### src/rtl/pipe_hazard_ctrl.sv
// pipe_hazard_ctrl: stall/flush/redirect scheduler for a 5-stage pipeline, state updated on negedge clk
module pipe_hazard_ctrl #(
  parameter int DRAIN_CYCLES = 2,
  parameter int MEM_TIMEOUT  = 15,
  parameter int CNT_W        = 16
) (
  input  logic             clk,
  input  logic             rst,
  input  logic [4:0]       id_rs1_index,
  input  logic [4:0]       id_rs2_index,
  input  logic             id_rs1_used,
  input  logic             id_rs2_used,
  input  logic [4:0]       ex_rd_index,
  input  logic             ex_wb_sel,
  input  logic             ex_wb_en,
  input  logic             mem_is_branch,
  input  logic             mem_is_jalr,
  input  logic             mem_branch_taken,
  input  logic             mem_guess,
  input  logic             mem_ecall,
  input  logic             dm_req,
  input  logic             dm_ready,
  output logic             pc_stall,
  output logic             f_d_stall,
  output logic             f_d_flush,
  output logic             d_e_stall,
  output logic             d_e_flush,
  output logic             e_m_stall,
  output logic             e_m_flush,
  output logic             m_w_flush,
  output logic             redirect,
  output logic             halted,
  output logic             mem_err,
  output logic [CNT_W-1:0] stall_cycles
);
  localparam int WW = $clog2(MEM_TIMEOUT + 1);
  localparam int DW = $clog2(DRAIN_CYCLES + 1);
  typedef enum logic [1:0] {RUN, MEM_WAIT, DRAIN, HALTED} state_t;
  state_t state;
  logic [WW-1:0] wait_cnt;
  logic [DW-1:0] drain_cnt;
  logic mispredict, load_use, mem_hold, act, hold, drn, ec, mp, lu;
  assign mispredict = (mem_is_branch & (mem_branch_taken != mem_guess)) | mem_is_jalr;
  assign load_use = ex_wb_sel & ex_wb_en & (ex_rd_index != 5'd0) &
                    ((id_rs1_used & (id_rs1_index == ex_rd_index)) |
                     (id_rs2_used & (id_rs2_index == ex_rd_index)));
  assign mem_hold = dm_req & ~dm_ready;
  // act: RUN rules apply, including the release cycle of a memory wait
  assign act  = rst & (((state == RUN) & ~mem_hold) | ((state == MEM_WAIT) & dm_ready));
  assign hold = rst & (((state == RUN) & mem_hold) | ((state == MEM_WAIT) & ~dm_ready) | (state == HALTED));
  assign drn  = rst & (state == DRAIN);
  assign ec   = act & mem_ecall;
  assign mp   = act & ~mem_ecall & mispredict;
  assign lu   = act & ~mem_ecall & ~mispredict & load_use;
  assign pc_stall  = hold | drn | lu;
  assign f_d_stall = hold | lu;
  assign f_d_flush = ec | mp | drn;
  assign d_e_stall = hold;
  assign d_e_flush = ec | mp | drn | lu;
  assign e_m_stall = hold;
  assign e_m_flush = ec | mp | drn;
  assign m_w_flush = hold;
  assign redirect  = mp;
  assign halted    = rst & (state == HALTED);
  always_ff @(negedge clk) begin
    if (!rst) begin
      state        <= RUN;
      wait_cnt     <= '0;
      drain_cnt    <= '0;
      mem_err      <= 1'b0;
      stall_cycles <= '0;
    end else begin
      if (pc_stall && !(&stall_cycles)) stall_cycles <= stall_cycles + 1'b1;
      case (state)
        RUN: begin
          if (mem_hold) begin
            state    <= MEM_WAIT;
            wait_cnt <= WW'(1);
          end else if (mem_ecall) begin
            state     <= DRAIN;
            drain_cnt <= '0;
          end
        end
        MEM_WAIT: begin
          if (dm_ready) begin
            state     <= mem_ecall ? DRAIN : RUN;
            drain_cnt <= '0;
          end else begin
            wait_cnt <= wait_cnt + 1'b1;
            if (wait_cnt == WW'(MEM_TIMEOUT - 1)) begin
              state   <= HALTED;
              mem_err <= 1'b1;
            end
          end
        end
        DRAIN: begin
          drain_cnt <= drain_cnt + 1'b1;
          if (drain_cnt == DW'(DRAIN_CYCLES - 1)) state <= HALTED;
        end
        default: state <= HALTED;
      endcase
    end
  end
endmodule

### config.mk
export PLATFORM = sky130hd
export DESIGN_NAME = pipe_hazard_ctrl
export DESIGN_NICKNAME = d
export VERILOG_FILES = /design/src/rtl/pipe_hazard_ctrl.sv
export SDC_FILE = /design/constraint.sdc
export NUM_CORES = 1
export LEC_CHECK = 0
export BUFFER_PORTS_ARGS = -buffer_cell sky130_fd_sc_hd__buf_2
export CORE_MARGIN = 2
export CORE_UTILIZATION = 44
export DETAILED_ROUTE_END_ITERATION = 10
export PLACE_DENSITY = 0.83
export SLEW_MARGIN = 10
export SYNTH_ARGS = -nofsm -noshare
export SYNTH_HDL_FRONTEND = slang
export SYNTH_SLANG_ARGS = --single-unit
### constraint.sdc
create_clock -name clk -period 1.58 [get_ports clk]
set_input_delay 0.079 -clock clk [delete_from_list [all_inputs] [get_ports clk]]
set_output_delay 0.079 -clock clk [all_outputs]
set_load 0.02 [all_outputs]
======== Word level (Yosys, flattened, before mapping) ========
Cells that the tools add are included.
word-level totals
  register bits after elaboration ......... 25
  input bits .............................. 28
  logic and storage cells ................. 84
cells by class
  add/subtract/negate cells ............... 3
  eq/ne operators ......................... 16
  mux-type cells .......................... 14
  bitwise logic cells ..................... 35
  reductions and logical operators ........ 11
operators by type and width
  kind                     number
  $and A1 B1 Y1            20
  $mux W2                  9
  $add A16 B1 Y16 const B  1
  $reduce_and A16 Y1       1
  $pmux W2 S3              2
  $or A1 B1 Y1             11
  $eq A5 B5 Y1             2
  $ne A2 B2 Y1 const B     5
  $reduce_and A3 Y1        3
  $mux W4                  2
  $pmux W4 S2              1
  $reduce_bool A5 Y1       1
  $add A4 B1 Y4 const B    1
  $eq A2 B1 Y1 const B     2
  $eq A2 B2 Y1 const B     2
  $eq A4 B4 Y1 const B     1
  $not A1 Y1               4
  $reduce_and A4 Y1        1
  $ne A3 B2 Y1 const B     1
  $ne A3 B3 Y1 const B     1
  $reduce_bool A3 Y1       1
  $add A2 B1 Y2 const B    1
  $logic_not A2 Y1         1
  $ne A2 B1 Y1 const B     1
  4 further kinds          4

======== Depth between registers and ports, before layout ========
Gate-level depths: netlist (run 1).
  depth after elaboration ................. 11
  gate-level depth with buffers ........... 8
  gate-level depth less buffers ........... 7

==> impl_metrics.ini, run 1 <==
[yosys]
yosysTopAreaCell = dfxtp_1
ys_ff_latch = 25
netlist_top_cells_area = dfxtp_1, xnor2_1, nand2_1
avgSynthCellArea_um2 = 8.27
ys_warn_count = 0
synth_top_area_frac = 0.329
seq_area_frac_synth = 0.329
synth_edf_count = 0
synth_area_um2 = 1520
synth_cells = 184
async_flop_share = 0
dominantRegCellSynth = dfxtp_1
syn_nets = 216
yosys.cell_types.count = 42

[timing]
max_slew_margin = 0.682
hold_slack_ns = 0.488
worstMarginPinSlew_ns = 0.472
finClkSkew_ns = 0.0619
hold_viol = 0
rsz0062_at_grt = yes
slew_violations = 0
setup_slack_ns = -1.04
setup_viol = 47

[placed_design]
dp_hpwl_um = 2990
place_inst = 314
port-buffer-count = 54
globalplace.congestion = 0.852

[clock_network]
htreeDepth = 1
worstSkewPairLatency_ns = 0.48
cts_buffers = 3
max-clock-path-buffers = 2
cts_tree = done
clk_pin_slew_ns = 0.07
clock-sinks = 25
root_buffer = clkbuf_4

[finish]
n_antenna_cell = 0
final_cell_mix = buf_4, buf_6, inv_1
fin_cells = 382
multiInputGateArea_um2 = 1270
layout-drive-gt1-share = 0.598
seq_area_um2 = 537
fill_cells = 79
mostFrequentLayoutCell = buf_4
synthToLayoutAreaGrowth_pct = 110
nets = 369

[worst_hold_path]
hold_class = reg2reg

[floorplanning]
die_x_um = 62.8
dieArea_um2 = 3940
rows = 21
io-pin-count = 55
coreArea_um2 = 3340
die_h_um = 62.8
initial_core_util = 0.456

[global_routing]
grt_pass1_wl_um = 11500
grt_pass1_vias = 2363
gr-total-overflow = 0
grt_max_degree = 18
groute.usage.overall = 0.370
antenna_found_initial = 0

[run_status]
violations = negative setup slack
outcome = finished with violations

[detailed_routing]
routedWlPerCell_um = 26.3
initialDrtViolationCount = 469
drtPass1Iterations = 7
ant_nets = 0
route.detailed.drc = 0
via_per_inst = 6.77
vias = 2586
finalWirelength_um = 10000

[critical_path]
r2r_setup_slack_ns = -0.60
worst-setup-path-type = reg2out
cp_slowest_cell = dfxtp_4
cp-endpoint = pc_stall
r2r-end = stall_cycles[5]
rr_worst_depth = 7
timing.rr.start = stall_cycles[1]
cp_top_family = compound AO/OA/AOI/OAI gates
crit_buf_inv = 3
critPathMaxStageDelay_ns = 0.35
worstSetupEndpointType = output pin
worstPathArrival_ns = 2.54
critPathRequiredTime_ns = 1.50
startpoint = state[0]
worstPathCellList = nor2_4 > nor2_4 > o21a_2 > a31oi_4 > inv_2 > buf_6 > buf_6
cp.depth = 7
cp-start-kind = flip-flop
worstPathMaxFanout = 3

[power]
powerDensity_nw_per_um2 = 667
p_leak_uw = 0.00143
ir_drop_mv = 0.428

[flow_run]
drv_cap = 0
[cell families after synthesis]
family	Yosys count	synth area share
adder cells (fa/ha/maj)	4	0.0329
multiplexers	6	0.0395
XOR/XNOR	14	0.0806
buffers and inverters	16	0.0551
AND/OR/NAND/NOR	79	0.278
AO/OA/AOI/OAI	40	0.185
flip-flops	25	0.329
[per-stage QoR]
| stage | utilization | cell area (um2) | power, uW | setup TNS, ns | setup slack, ns |
|---|---|---|---|---|---|
| after floorplan | - | 1630 | 1040 | -15.89 | -0.869 |
| after global placement | 0.648 | 2160 | 1180 | -23.53 | -1.13 |
| after detailed placement | 0.648 | 2160 | 1190 | -23.98 | -1.16 |
| after CTS | 0.875 | 2920 | 1800 | -20.68 | -0.966 |
| after global routing | 0.959 | 3200 | 2200 | -27.79 | -1.11 |
| final | 0.959 | 3200 | 2130 | -26.22 | -1.04 |
[cells in the mapped netlist, types with 2 or more instances]
cell type  number
nor2_1         17
nor4_1          4
o22ai_1         2
nor3_1          5
o31ai_1         7
clkbuf_1        4
nand2b_1        5
and3_1          2
or4_1           3
xnor2_1        11
mux2i_1         6
a31o_2          2
o211ai_1        4
dfxtp_1        25
nand2_1        19
o21ai_0         6
a21oi_1        11
nand4_1         7
buf_4           4
inv_1           5
a22oi_1         2
nand3_1         5
xor2_1          3
ha_1            4
or3_1           3
nor2b_1         2
[worst min path at each step]
stage | startpoint | end | slack (ns) | cells past startpoint
6_report | mem_err | mem_err | 0.49 | 2
3_5_place_dp | mem_err | mem_err | 0.48 | 2
5_1_grt | mem_err | mem_err | 0.51 | 2
4_1_cts | mem_err | mem_err | 0.50 | 2
2_1_floorplan | mem_ecall | redirect | 0.33 | 2
3_3_place_gp | mem_err | mem_err | 0.45 | 2
[report_power, final]
group          internal (uW)  total, uW  switching, uW
combinational            355        721            366
clock                    175        734            558
sequential               651        680           28.3
total                   1180       2130            953
[flip-flops by register name, indices dropped and copies added, names as in the netlist]
signal	count
drain_cnt	2
mem_err	1
stall_cycles	16
state	2
wait_cnt	4
[layout make-up]
type / count / share of cell area
Clock buffer: 3 / 0.00704
Multi-Input combinational cell: 144 / 0.397
Inverter: 5 / 0.00587
Clock inverter: 26 / 0.0305
Sequential cell: 25 / 0.168
Timing Repair Buffer: 133 / 0.373
Tap cell: 46 / 0.0180
[what timing repair did]
action	in CTS	in global routing
buffers inserted	23	16
pin swaps	10	17
setup endpoints to repair	43	47
gates resized for setup	120	33
hold buffers	0	0
gates cloned	2	0
[layer usage]
metal,vias up,track usage,wire length [um]
met5,-,0,0
met4,0,0.250,1160
met3,134,0.119,1340
met2,324,0.622,4380
met1,1148,0.394,3160
li1,980,-,-
[tightest hold or removal path: cells and delay by family, from the launching register on]
kind | cells | cell delay [ns]
AND/OR/NAND/NOR | 2 | 0.12
flip-flops | 1 | 0.34
Note: power is estimated with default switching activity, not from simulation.
==> run 2, diff against run 1 <==
ABC_AREA = 0   (was not set)
SETUP_SLACK_MARGIN = 0.2   (was not set)
==> impl_metrics.ini, run 2 <==
[yosys]
avgSynthCellArea_um2 = 8.27
synth.most_common_cell = dfxtp_1
dominantRegCellSynth = dfxtp_1
ys_warn_count = 0
ys_top_cells_by_count = dfxtp_1, nand2_1, nor2_1, a21oi_1, xnor2_1
synth_cells = 184
netlist_top_cells_area = dfxtp_1, xnor2_1, nand2_1
syn_nets = 216
synth_edf_count = 0
synth_top_area_frac = 0.329
yosys.cell_types.count = 42
ys_ff_latch = 25
yosysTopAreaCell = dfxtp_1
seq_area_frac_synth = 0.329
async_flop_share = 0
synth_area_um2 = 1520

[floorplanning]
io-pin-count = 55
rows = 21
initial_core_util = 0.456
die_x_um = 62.8
die_h_um = 62.8

[timing]
worstEndpointType = output port
grt_worst_setup_endpoint = d_e_flush

[placed_design]
port-buffer-count = 54
globalplace.congestion = 0.819
placed_area_um2 = 2190
dp_hpwl_um = 2980

[run_status]
first-error = [ERROR DPL-0038] Utilization greater than 100%, impossible to legalize
haltStage = global routing
outcome = did not finish

[clock_network]
cts_hold_buf = 0
max-clock-path-buffers = 2
root_buffer = clkbuf_4
clock-sinks = 25
cts_buffers = 3
htreeDepth = 1

[global_routing]
grt_max_degree = 18
-- run 2: cell counts after synthesis --
No cell type changed its count.
-- run 2: what timing repair did --
action | CTS
gates cloned | 2
resized for setup | 133
setup endpoints to repair | 47
buffers inserted | 32
pin swaps | 17
-- run 2: per-stage QoR --
step	std cells	TNS [ns]	hold slack, ns	setup slack (ns)
after floorplan	184	-16.05	0.330	-0.869
after global placement	315	-23.94	0.449	-1.14
after CTS	377	-21.16	0.480	-0.973
after detailed placement	315	-25.13	0.452	-1.20
-- run 2: cell families after synthesis --
logic type                 after synthesis  synth area share
AOI/OAI and AO/OA                       40             0.185
buffers and inverters                   16            0.0551
adders and majority gates                4            0.0329
xor gates and xnor gates                14            0.0806
DFF                                     25             0.329
and+or+nand+nor                         79             0.278
muxes                                    6            0.0395
==> run 3, diff against run 2 <==
CORE_UTILIZATION = 35   (was 44)
PLACE_DENSITY = not set   (was 0.83)
PLACE_DENSITY_LB_ADDON = 0.15   (was not set)
SETUP_SLACK_MARGIN = not set   (was 0.2)
clock period = 2.05 ns   (was 1.58 ns; I/O delays follow)
==> impl_metrics.ini, run 3 (same netlist as run 1, synthesis figures left out) <==
[global_routing]
grt_pass1_vias = 1598
antenna_found_initial = 0
grt_pass1_wl_um = 7180
grt_max_degree = 18
gr-total-overflow = 0
groute.usage.overall = 0.175

[clock_network]
htreeDepth = 1
cts_tree = done
cts_buffers = 3
clock-sinks = 25
worstSkewPairLatency_ns = 0.35
root_buffer = clkbuf_8
cts_hold_buf = 0
max-clock-path-buffers = 2
clk_pin_slew_ns = 0.04

[power]
seqPwrFrac = 0.346
p_leak_uw = 0.00121
internal-power_uw = 1040
power_frac_comb = 0.254
p_clk_frac = 0.401
p_switching_uw = 498
powerDensity_nw_per_um2 = 570
switching_share = 0.324
ir_drop_mv = 0.582

[flow_run]
drv_cap = 0

[floorplanning]
io-pin-count = 55
coreArea_um2 = 4090
dieArea_um2 = 4890
rows = 23
die_x_um = 69.9
initial_core_util = 0.372
die_h_um = 69.9

[placed_design]
globalplace.congestion = 0.747
post-place-ws_ns = -0.891
port-buffer-count = 54
dp_hpwl_um = 2990

[detailed_routing]
via_per_inst = 5.04
vias = 1774
route.detailed.drc = 0
finalWirelength_um = 4570
drtPass1Iterations = 4
ant_nets = 0
routedWlPerCell_um = 13.0
initialDrtViolationCount = 94

[finish]
final_core_util = 0.661
fill_cells = 331
n_antenna_cell = 0
seq_area_um2 = 526
final_cell_mix = buf_4, buf_2, inv_1, buf_6, nand2_1
largest_reg_flops = 16
nets = 335
mostFrequentLayoutCell = buf_4
multiInputGateArea_um2 = 1140
reg.largest.list = stall_cycles x16, wait_cnt x4
layout-drive-gt1-share = 0.497
regMostFlops = stall_cycles
synthToLayoutAreaGrowth_pct = 77.5

[critical_path]
critPathRequiredTime_ns = 1.95
rr_worst_depth = 5
critPathMaxStageDelay_ns = 0.36
worstPathArrival_ns = 2.62
r2r_setup_slack_ns = 0.05
worstPathMaxFanout = 4
cp-start-kind = flip-flop
r2r-end = stall_cycles[15]
cp_slowest_cell = dfxtp_4
cp_common_cell = buf_6
worstSetupEndpointType = output pin
worst-setup-path-type = reg2out
timing.rr.start = stall_cycles[2]
worstPathCellList = buf_6 > inv_4 > a21oi_4 > o22ai_2 > and2_4 > a31o_4 > buf_6

[run_status]
outcome = finished with violations
violations = negative setup slack

[worst_hold_path]
hold_class = reg2reg
hold_end = mem_err
whs_path_depth = 2
min_from = mem_err

[timing]
worstMarginPinSlew_ns = 0.403
hold_viol = 0
setup_slack_ns = -0.668
setup_viol = 26
slew_violations = 0
rsz0062_at_grt = yes
max_slew_margin = 0.731
finClkSkew_ns = 0.0194
[run 3: cell type report]
type                       instances  area share
inverter                           5     0.00788
clock inverter                    26      0.0459
tap                               50      0.0232
clock buffer                       3      0.0153
sequential                        25       0.195
multi-input combinational        143       0.422
timing repair buffer             100       0.291
[run 3: worst max-delay path by stage]
| stage | endpoint | depth (start not counted) | from |
|---|---|---|---|
| 2_1_floorplan | stall_cycles[12] | 7 | ex_rd_index[1] |
| 3_3_place_gp | stall_cycles[15] | 7 | ex_rd_index[1] |
| 3_5_place_dp | stall_cycles[15] | 7 | ex_rd_index[2] |
| 4_1_cts | d_e_flush | 7 | state[1] |
| 5_1_grt | d_e_stall | 7 | state[1] |
| 6_report | d_e_flush | 7 | state[1] |
[run 3: power groups by stage]
stage / logic (uW) / registers [uW] / clock network, uW
finish: 390 / 532 / 616
global route: 417 / 533 / 697
CTS: 341 / 530 / 639
detailed placement: 284 / 536 / 77.6
global placement: 283 / 536 / 77.6
floorplan: 172 / 544 / 77.6
[run 3: routing by layer]
layer | GRT usage | wire length (um)
met1 | 0.214 | 2030
met3 | 0.0447 | 106
met2 | 0.295 | 2380
met4 | 0.0662 | 45
met5 | 0 | 0
[run 3: worst max-delay path, delay by kind of cell (launching register included)]
kind,cells,cell delay (ns)
compound gates,3,0.43
buf+inv,3,0.28
flops,1,0.36
simple gates,1,0.18
[run 3: repair_timing]
| item | in CTS | in global routing |
|---|---|---|
| endpoints found under the setup margin | 37 | 38 |
| endpoints found under the hold margin | 0 | 0 |
| pin swaps | 3 | 4 |
| gates resized for setup | 54 | 38 |
| buffers inserted | 9 | 8 |
[run 3: through the flow]
step / instances / total power (uW) / TNS (ns) / hold WS [ns] / area, um2
global route: 352 / 1650 / -14.56 / 0.481 / 2700
finish: 352 / 1540 / -13.23 / 0.463 / 2700
global placement: 308 / 897 / -15.82 / 0.450 / 2080
CTS: 344 / 1510 / -13.04 / 0.471 / 2500
detailed placement: 308 / 897 / -16.14 / 0.463 / 2080
floorplan: 184 / 793 / -10.53 / 0.380 / 1610
